**src/rtl/rle_compress_handler.sv**
```systemverilog
// Run-length encoder: reads raw bytes through the DMA handshake and writes
// (count, value) byte pairs to a destination region.
//
// state       | meaning
// ------------+-----------------------------------------------------------
// IDLE        | waiting for start
// RD_REQ      | raise read request for src_ptr
// RD_WAIT     | wait for read completion, extend or close the current run
// WR_CNT      | raise write request for the run count
// WR_CNT_WAIT | wait for count write completion
// WR_VAL      | raise write request for the run value
// WR_VAL_WAIT | wait for value write completion, continue with pending byte
// DONE        | emit the one-cycle done pulse
module rle_compress_handler #(
  parameter int ADDR_W  = 16,
  parameter int DATA_W  = 8,
  parameter int MAX_RUN = 255
) (
  input  logic              clk,
  input  logic              RST,
  input  logic              start,
  input  logic [ADDR_W-1:0] src_base,
  input  logic [ADDR_W-1:0] src_len,
  input  logic [ADDR_W-1:0] dst_base,
  output logic              busy,
  output logic              done,
  output logic [ADDR_W-1:0] out_len,
  output logic [ADDR_W-1:0] ram_addr,
  output logic [DATA_W-1:0] ram_wdata,
  input  logic [DATA_W-1:0] ram_rdata,
  output logic              ram_read,
  output logic              ram_write,
  input  logic              ram_done_read,
  input  logic              ram_done_write
);

  typedef enum logic [2:0] {
    IDLE, RD_REQ, RD_WAIT, WR_CNT, WR_CNT_WAIT, WR_VAL, WR_VAL_WAIT, DONE
  } state_t;

  localparam logic [DATA_W-1:0] MAX_RUN_W = DATA_W'(MAX_RUN);
  localparam logic [ADDR_W-1:0] ONE_A     = ADDR_W'(1);

  state_t            state_q, state_d;
  logic              busy_q, busy_d;
  logic              done_q, done_d;
  logic              ram_read_q, ram_read_d;
  logic              ram_write_q, ram_write_d;
  logic [ADDR_W-1:0] ram_addr_q, ram_addr_d;
  logic [DATA_W-1:0] ram_wdata_q, ram_wdata_d;
  logic [ADDR_W-1:0] out_len_q, out_len_d;
  logic [ADDR_W-1:0] src_ptr_q, src_ptr_d;
  logic [ADDR_W-1:0] dst_ptr_q, dst_ptr_d;
  logic [ADDR_W-1:0] remaining_q, remaining_d;
  logic [DATA_W-1:0] val_q, val_d;
  logic [DATA_W-1:0] run_q, run_d;
  logic [DATA_W-1:0] pend_q, pend_d;
  logic              pending_q, pending_d;

  always_ff @(posedge clk or negedge RST) begin
    if (!RST) begin
      state_q     <= IDLE;
      busy_q      <= 1'b0;
      done_q      <= 1'b0;
      ram_read_q  <= 1'b0;
      ram_write_q <= 1'b0;
      ram_addr_q  <= '0;
      ram_wdata_q <= '0;
      out_len_q   <= '0;
      src_ptr_q   <= '0;
      dst_ptr_q   <= '0;
      remaining_q <= '0;
      val_q       <= '0;
      run_q       <= '0;
      pend_q      <= '0;
      pending_q   <= 1'b0;
    end else begin
      state_q     <= state_d;
      busy_q      <= busy_d;
      done_q      <= done_d;
      ram_read_q  <= ram_read_d;
      ram_write_q <= ram_write_d;
      ram_addr_q  <= ram_addr_d;
      ram_wdata_q <= ram_wdata_d;
      out_len_q   <= out_len_d;
      src_ptr_q   <= src_ptr_d;
      dst_ptr_q   <= dst_ptr_d;
      remaining_q <= remaining_d;
      val_q       <= val_d;
      run_q       <= run_d;
      pend_q      <= pend_d;
      pending_q   <= pending_d;
    end
  end

  always_comb begin
    state_d     = state_q;
    busy_d      = busy_q;
    done_d      = 1'b0;
    ram_read_d  = ram_read_q;
    ram_write_d = ram_write_q;
    ram_addr_d  = ram_addr_q;
    ram_wdata_d = ram_wdata_q;
    out_len_d   = out_len_q;
    src_ptr_d   = src_ptr_q;
    dst_ptr_d   = dst_ptr_q;
    remaining_d = remaining_q;
    val_d       = val_q;
    run_d       = run_q;
    pend_d      = pend_q;
    pending_d   = pending_q;

    case (state_q)
      IDLE: begin
        if (start) begin
          src_ptr_d   = src_base;
          dst_ptr_d   = dst_base;
          remaining_d = src_len;
          out_len_d   = '0;
          run_d       = '0;
          pending_d   = 1'b0;
          busy_d      = 1'b1;
          state_d     = (src_len == '0) ? DONE : RD_REQ;
        end
      end
      RD_REQ: begin
        ram_read_d = 1'b1;
        ram_addr_d = src_ptr_q;
        state_d    = RD_WAIT;
      end
      RD_WAIT: begin
        if (ram_done_read && ram_read_q) begin
          ram_read_d  = 1'b0;
          src_ptr_d   = src_ptr_q + ONE_A;
          remaining_d = remaining_q - ONE_A;
          // run_q == 0 only before the first byte of a job
          if (run_q == '0) begin
            val_d   = ram_rdata;
            run_d   = {{(DATA_W-1){1'b0}}, 1'b1};
            state_d = (remaining_q != ONE_A) ? RD_REQ : WR_CNT;
          end else if (ram_rdata == val_q && run_q < MAX_RUN_W) begin
            run_d   = run_q + {{(DATA_W-1){1'b0}}, 1'b1};
            state_d = (remaining_q != ONE_A) ? RD_REQ : WR_CNT;
          end else begin
            pend_d    = ram_rdata;
            pending_d = 1'b1;
            state_d   = WR_CNT;
          end
        end
      end
      WR_CNT: begin
        ram_write_d = 1'b1;
        ram_addr_d  = dst_ptr_q;
        ram_wdata_d = run_q;
        state_d     = WR_CNT_WAIT;
      end
      WR_CNT_WAIT: begin
        if (ram_done_write && ram_write_q) begin
          ram_write_d = 1'b0;
          dst_ptr_d   = dst_ptr_q + ONE_A;
          state_d     = WR_VAL;
        end
      end
      WR_VAL: begin
        ram_write_d = 1'b1;
        ram_addr_d  = dst_ptr_q;
        ram_wdata_d = val_q;
        state_d     = WR_VAL_WAIT;
      end
      WR_VAL_WAIT: begin
        if (ram_done_write && ram_write_q) begin
          ram_write_d = 1'b0;
          dst_ptr_d   = dst_ptr_q + ONE_A;
          out_len_d   = out_len_q + ADDR_W'(2);
          if (pending_q) begin
            val_d     = pend_q;
            run_d     = {{(DATA_W-1){1'b0}}, 1'b1};
            pending_d = 1'b0;
            state_d   = (remaining_q != '0) ? RD_REQ : WR_CNT;
          end else begin
            done_d  = 1'b1;
            busy_d  = 1'b0;
            state_d = DONE;
          end
        end
      end
      DONE: begin
        // Entered from IDLE (empty job) without the pulse raised yet.
        if (done_q) begin
          state_d = IDLE;
        end else begin
          done_d = 1'b1;
          busy_d = 1'b0;
        end
      end
      default: state_d = IDLE;
    endcase
  end

  assign busy      = busy_q;
  assign done      = done_q;
  assign out_len   = out_len_q;
  assign ram_addr  = ram_addr_q;
  assign ram_wdata = ram_wdata_q;
  assign ram_read  = ram_read_q;
  assign ram_write = ram_write_q;

endmodule

```
**config.mk**
```make
export PLATFORM = sky130hd
export DESIGN_NAME = rle_compress_handler
export DESIGN_NICKNAME = d
export VERILOG_FILES = /design/src/rtl/rle_compress_handler.sv
export SDC_FILE = /design/constraint.sdc
export NUM_CORES = 1
export LEC_CHECK = 0
export BUFFER_PORTS_ARGS = -buffer_cell sky130_fd_sc_hd__buf_2
export CAP_MARGIN = 20
export CORE_MARGIN = 3
export CORE_UTILIZATION = 57
export DETAILED_ROUTE_END_ITERATION = 10
export PLACE_DENSITY = 0.8
export SYNTH_ARGS = -nofsm -noshare
export SYNTH_HDL_FRONTEND = slang
export SYNTH_SLANG_ARGS = --single-unit
```
**constraint.sdc**
```tcl
create_clock -name clk -period 2.78 [get_ports clk]
set_input_delay 0.695 -clock clk [delete_from_list [all_inputs] [get_ports clk]]
set_output_delay 0.695 -clock clk [all_outputs]
set_load 0.02 [all_outputs]
```
==> impl_metrics.csv <==
group,metric,value,unit
floorplan,start_util,58.7,%
drt,drc,0,
run_status,status,"finished clean",
power_and_ir_drop,power_frac_clock,21.6,%
timing,setup_viol,0,
power_and_ir_drop,p_sw_share,43.6,%
logic_synthesis,synth-edff-count,0,
drt,wirelength,18.0,mm
drt,wl_per_cell,18.1,um
grt,antenna_found_initial,0,
place,io_buffers,103,
timing,maxSlewHeadroom,28.6,%
clocking,cts_max_level,4,
critical_path,start_kind,"flop",
timing,rsz0062_at_grt,"no",
floorplan,die_w,115,um
critical_path,crit_chain,"inv_1, ha_1, or4b_4, nor4_1, o211ai_1, nand2_1, o21ai_0",
critical_path,required,3.03,ns
logic_synthesis,syn_area_per_cell,9.04,um^2
critical_path,cpMaxStageDelayCell,"or4b_4",
grt,grt_max_degree,51,
logic_synthesis,synth_cells,745,
critical_path,ff2ff_setup_slack,0.40,ns
power_and_ir_drop,peakVddDrop,795,uV
logic_synthesis,synth-seq-cells,119,
clocking,cts.clk_slew.worst_paths,0.05,ns
power_and_ir_drop,power.switching,4.20,mW
logic_synthesis,yosysSeqAreaShare,44.2,%
timing,final_max_slew_viol_count,0,
clocking,cts_setup_buffers,0,
critical_path,critPathKind,"reg -> reg",
logic_synthesis,synth_top_area_share,44.2,%
floorplan,core,11500,um^2
drt,firstDrtPassIters,8,
finish,num-nets-final,908,
power_and_ir_drop,seq_power_share,34.2,%
critical_path,max_stage_delay,0.49,ns
clocking,cts_resized,0,
timing,tightest_slew,1.07,ns
hold_path,min_path_type,"in -> async",
floorplan,ios,105,
place,dpl_cell_area,7390,um^2
critical_path,critPathMaxFanout,16,
drt,drt-initial-drc-count,702,
clocking,cts_hold_buf,0,
drt,vias,6379,
grt,first_global_vias,6081,
logic_synthesis,yosysWarnings,0,
timing,tns,0,ns
clocking,clockBufferDepth,2,
grt,grt_usage,28.2,%
clocking,cts_buffers,17,
logic_synthesis,synthTopCellsByArea,"dfrtp_1 (44%), a21oi_1 (6.6%), o21ai_0 (4.4%), mux2i_1 (3.9%), nand2_1 (3.8%)",
timing,fin_crit_sh,85.8,%
critical_path,reg2reg_depth,7,
finish,areaGrowthSynthToFinish,18.1,%
job,maxCapViolations,0,
finish,antennaDiodeCount,0,
drt,vias_per_cell,6.41,
clocking,clock_sinks,119,
place,gp_congestion,0.967,
logic_synthesis,synth.distinct_cells,72,
critical_path,crit_path_end_kind,"flop",
logic_synthesis,synth_area,6730,um^2
clocking,cts_tree,"yes",
power_and_ir_drop,p_int,5.43,mW
clocking,insertion_delay,0.42,ns
floorplan,rows,39,
logic_synthesis,synth_fp_nets,814,
logic_synthesis,synth_top_area_cell,"dfrtp_1",
power_and_ir_drop,power_per_cell_area,1210,nW/um^2
timing,hold_viol_final,0,
drt,antenna_left,0,
power_and_ir_drop,leakagePower,3.55,nW
floorplan,die_area,13200,um^2
power_and_ir_drop,p_total,9.63,mW
critical_path,reg2reg_to,"val_q[7]",
finish,fin_area,7950,um^2
clocking,cts_root_buf,"clkbuf_16",
place,dp_hpwl,12.5,mm
grt,grt_pass1_wl,29.6,mm
grt,grt_overflow,0,
timing,period_needed,2.38,ns
timing,fin_skew,0.00740,ns
logic_synthesis,async_flop_share,100,%
floorplan,die_height,115,um
finish,drive_gt1_share,21.5,%
critical_path,r2r-start,"run_q[0]",
logic_synthesis,synth_top_flop_cell,"dfrtp_1",
power_and_ir_drop,power_frac_comb,44.3,%
critical_path,crit_arrival,2.63,ns
timing,max_freq,419,MHz
==> Yosys cell counts (all sizes together), types with 15 or more instances <==
library cell and instances:
a21oi 89, clkbuf 32, dfrtp 119, inv 16, mux2i 26, nand2 70
nand3 32, nor2 52, nor3 23, o21ai 60, o22ai 30, xor2 15
==> sequential cells by signal, summed over array words and instances, names as in the netlist, 3 cells and up <==
register and flops:
remaining_q 16, out_len 15, src_ptr_q 16, ram_addr 16
val_q 8, dst_ptr_q 16, run_q 8, pend_q 8
state_q 3, ram_wdata 8
==> metrics by stage <==
stage          worst slack [ns]  util [%]  std cells  hold slack [ns]
2_1_floorplan             0.607         -        745            0.399
3_3_place_gp              0.385      64.5        963            0.465
3_5_place_dp              0.343      64.5        963            0.476
4_1_cts                   0.424      69.4        995            0.204
5_1_grt                   0.242      69.4        995            0.214
6_report                  0.395      69.4        995            0.198
==> layout make-up <==
cell class | instances | area, um^2
tap | 143 | 179
clock buffer | 23 | 488
inverter | 16 | 60.1
clock inverter | 9 | 73.8
timing repair buffer | 119 | 651
multi-input combinational | 566 | 3520
fill | 888 | 3510
sequential | 119 | 2980
==> power groups by stage <==
stage	Combinational, mW	Sequential [mW]	Clock, mW
global route	4.73	3.39	2.18
detailed placement	4.20	3.28	0
CTS	4.24	3.26	2.11
global placement	4.04	3.23	0
floorplan	2.95	3.30	0
finish	4.26	3.29	2.08
==> critical path, delay by kind of cell (launching register included) <==
family          cells  cell delay (ns)
fa+ha+maj           1             0.16
buf+inv             1             0.13
compound gates      2             0.53
flops               1             0.43
simple gates        3             0.96
==> logic make-up after synthesis <==
| kind of cell | count (synthesis) | share of synthesized area, % |
|---|---|---|
| buffers and inverters | 60 | 3.79 |
| AO/OA/AOI/OAI | 259 | 24.2 |
| adder cells (fa/ha/maj) | 8 | 1.49 |
| multiplexers | 36 | 5.54 |
| AND/OR/NAND/NOR | 243 | 18.2 |
| flip-flops | 119 | 44.2 |
| XOR/XNOR | 19 | 2.47 |
| other | 1 | 0.0557 |
==> cells in the final DEF (no fill, tap or decap), types with 5 or more instances in the layout <==
master and instances:
xor2_1 15, o22a_1 8, o21ai_0 59, nor2_1 50, nor3_1 23, nand2_1 69, o2bb2ai_1 8, a31oi_1 7
a22oi_1 9, mux2_2 10, buf_2 102, nand4_1 11, inv_1 16, nand3_1 32, a21oi_1 88, ha_1 8
nand2b_1 6, or3_1 9, clkbuf_16 17, buf_4 16, dfrtp_1 119, mux2i_1 26, nor4_1 10, clkinv_2 7
and4_1 5, o31ai_1 9, o22ai_1 30
==> worst max-delay path by stage <==
| stage | startpoint | to | slack (ns) | cells after the start |
|---|---|---|---|---|
| 6_report | run_q[0] | val_q[7] | 0.40 | 7 |
| 2_1_floorplan | remaining_q[0] | remaining_q[12] | 0.61 | 8 |
| 4_1_cts | run_q[0] | val_q[7] | 0.42 | 7 |
| 5_1_grt | state_q[2] | val_q[4] | 0.24 | 4 |
| 3_5_place_dp | ram_rdata[1] | run_q[4] | 0.34 | 6 |
| 3_3_place_gp | ram_rdata[1] | run_q[4] | 0.38 | 6 |
==> routing by layer <==
layer	GRT usage [%]	up-vias	share of wire, %
li1	-	2977	-
met1	37.1	3081	42
met2	45.4	278	49
met3	5.97	43	7.1
met4	11.6	0	2.2
met5	0	-	0
Note: power is estimated with default switching activity, not from simulation.
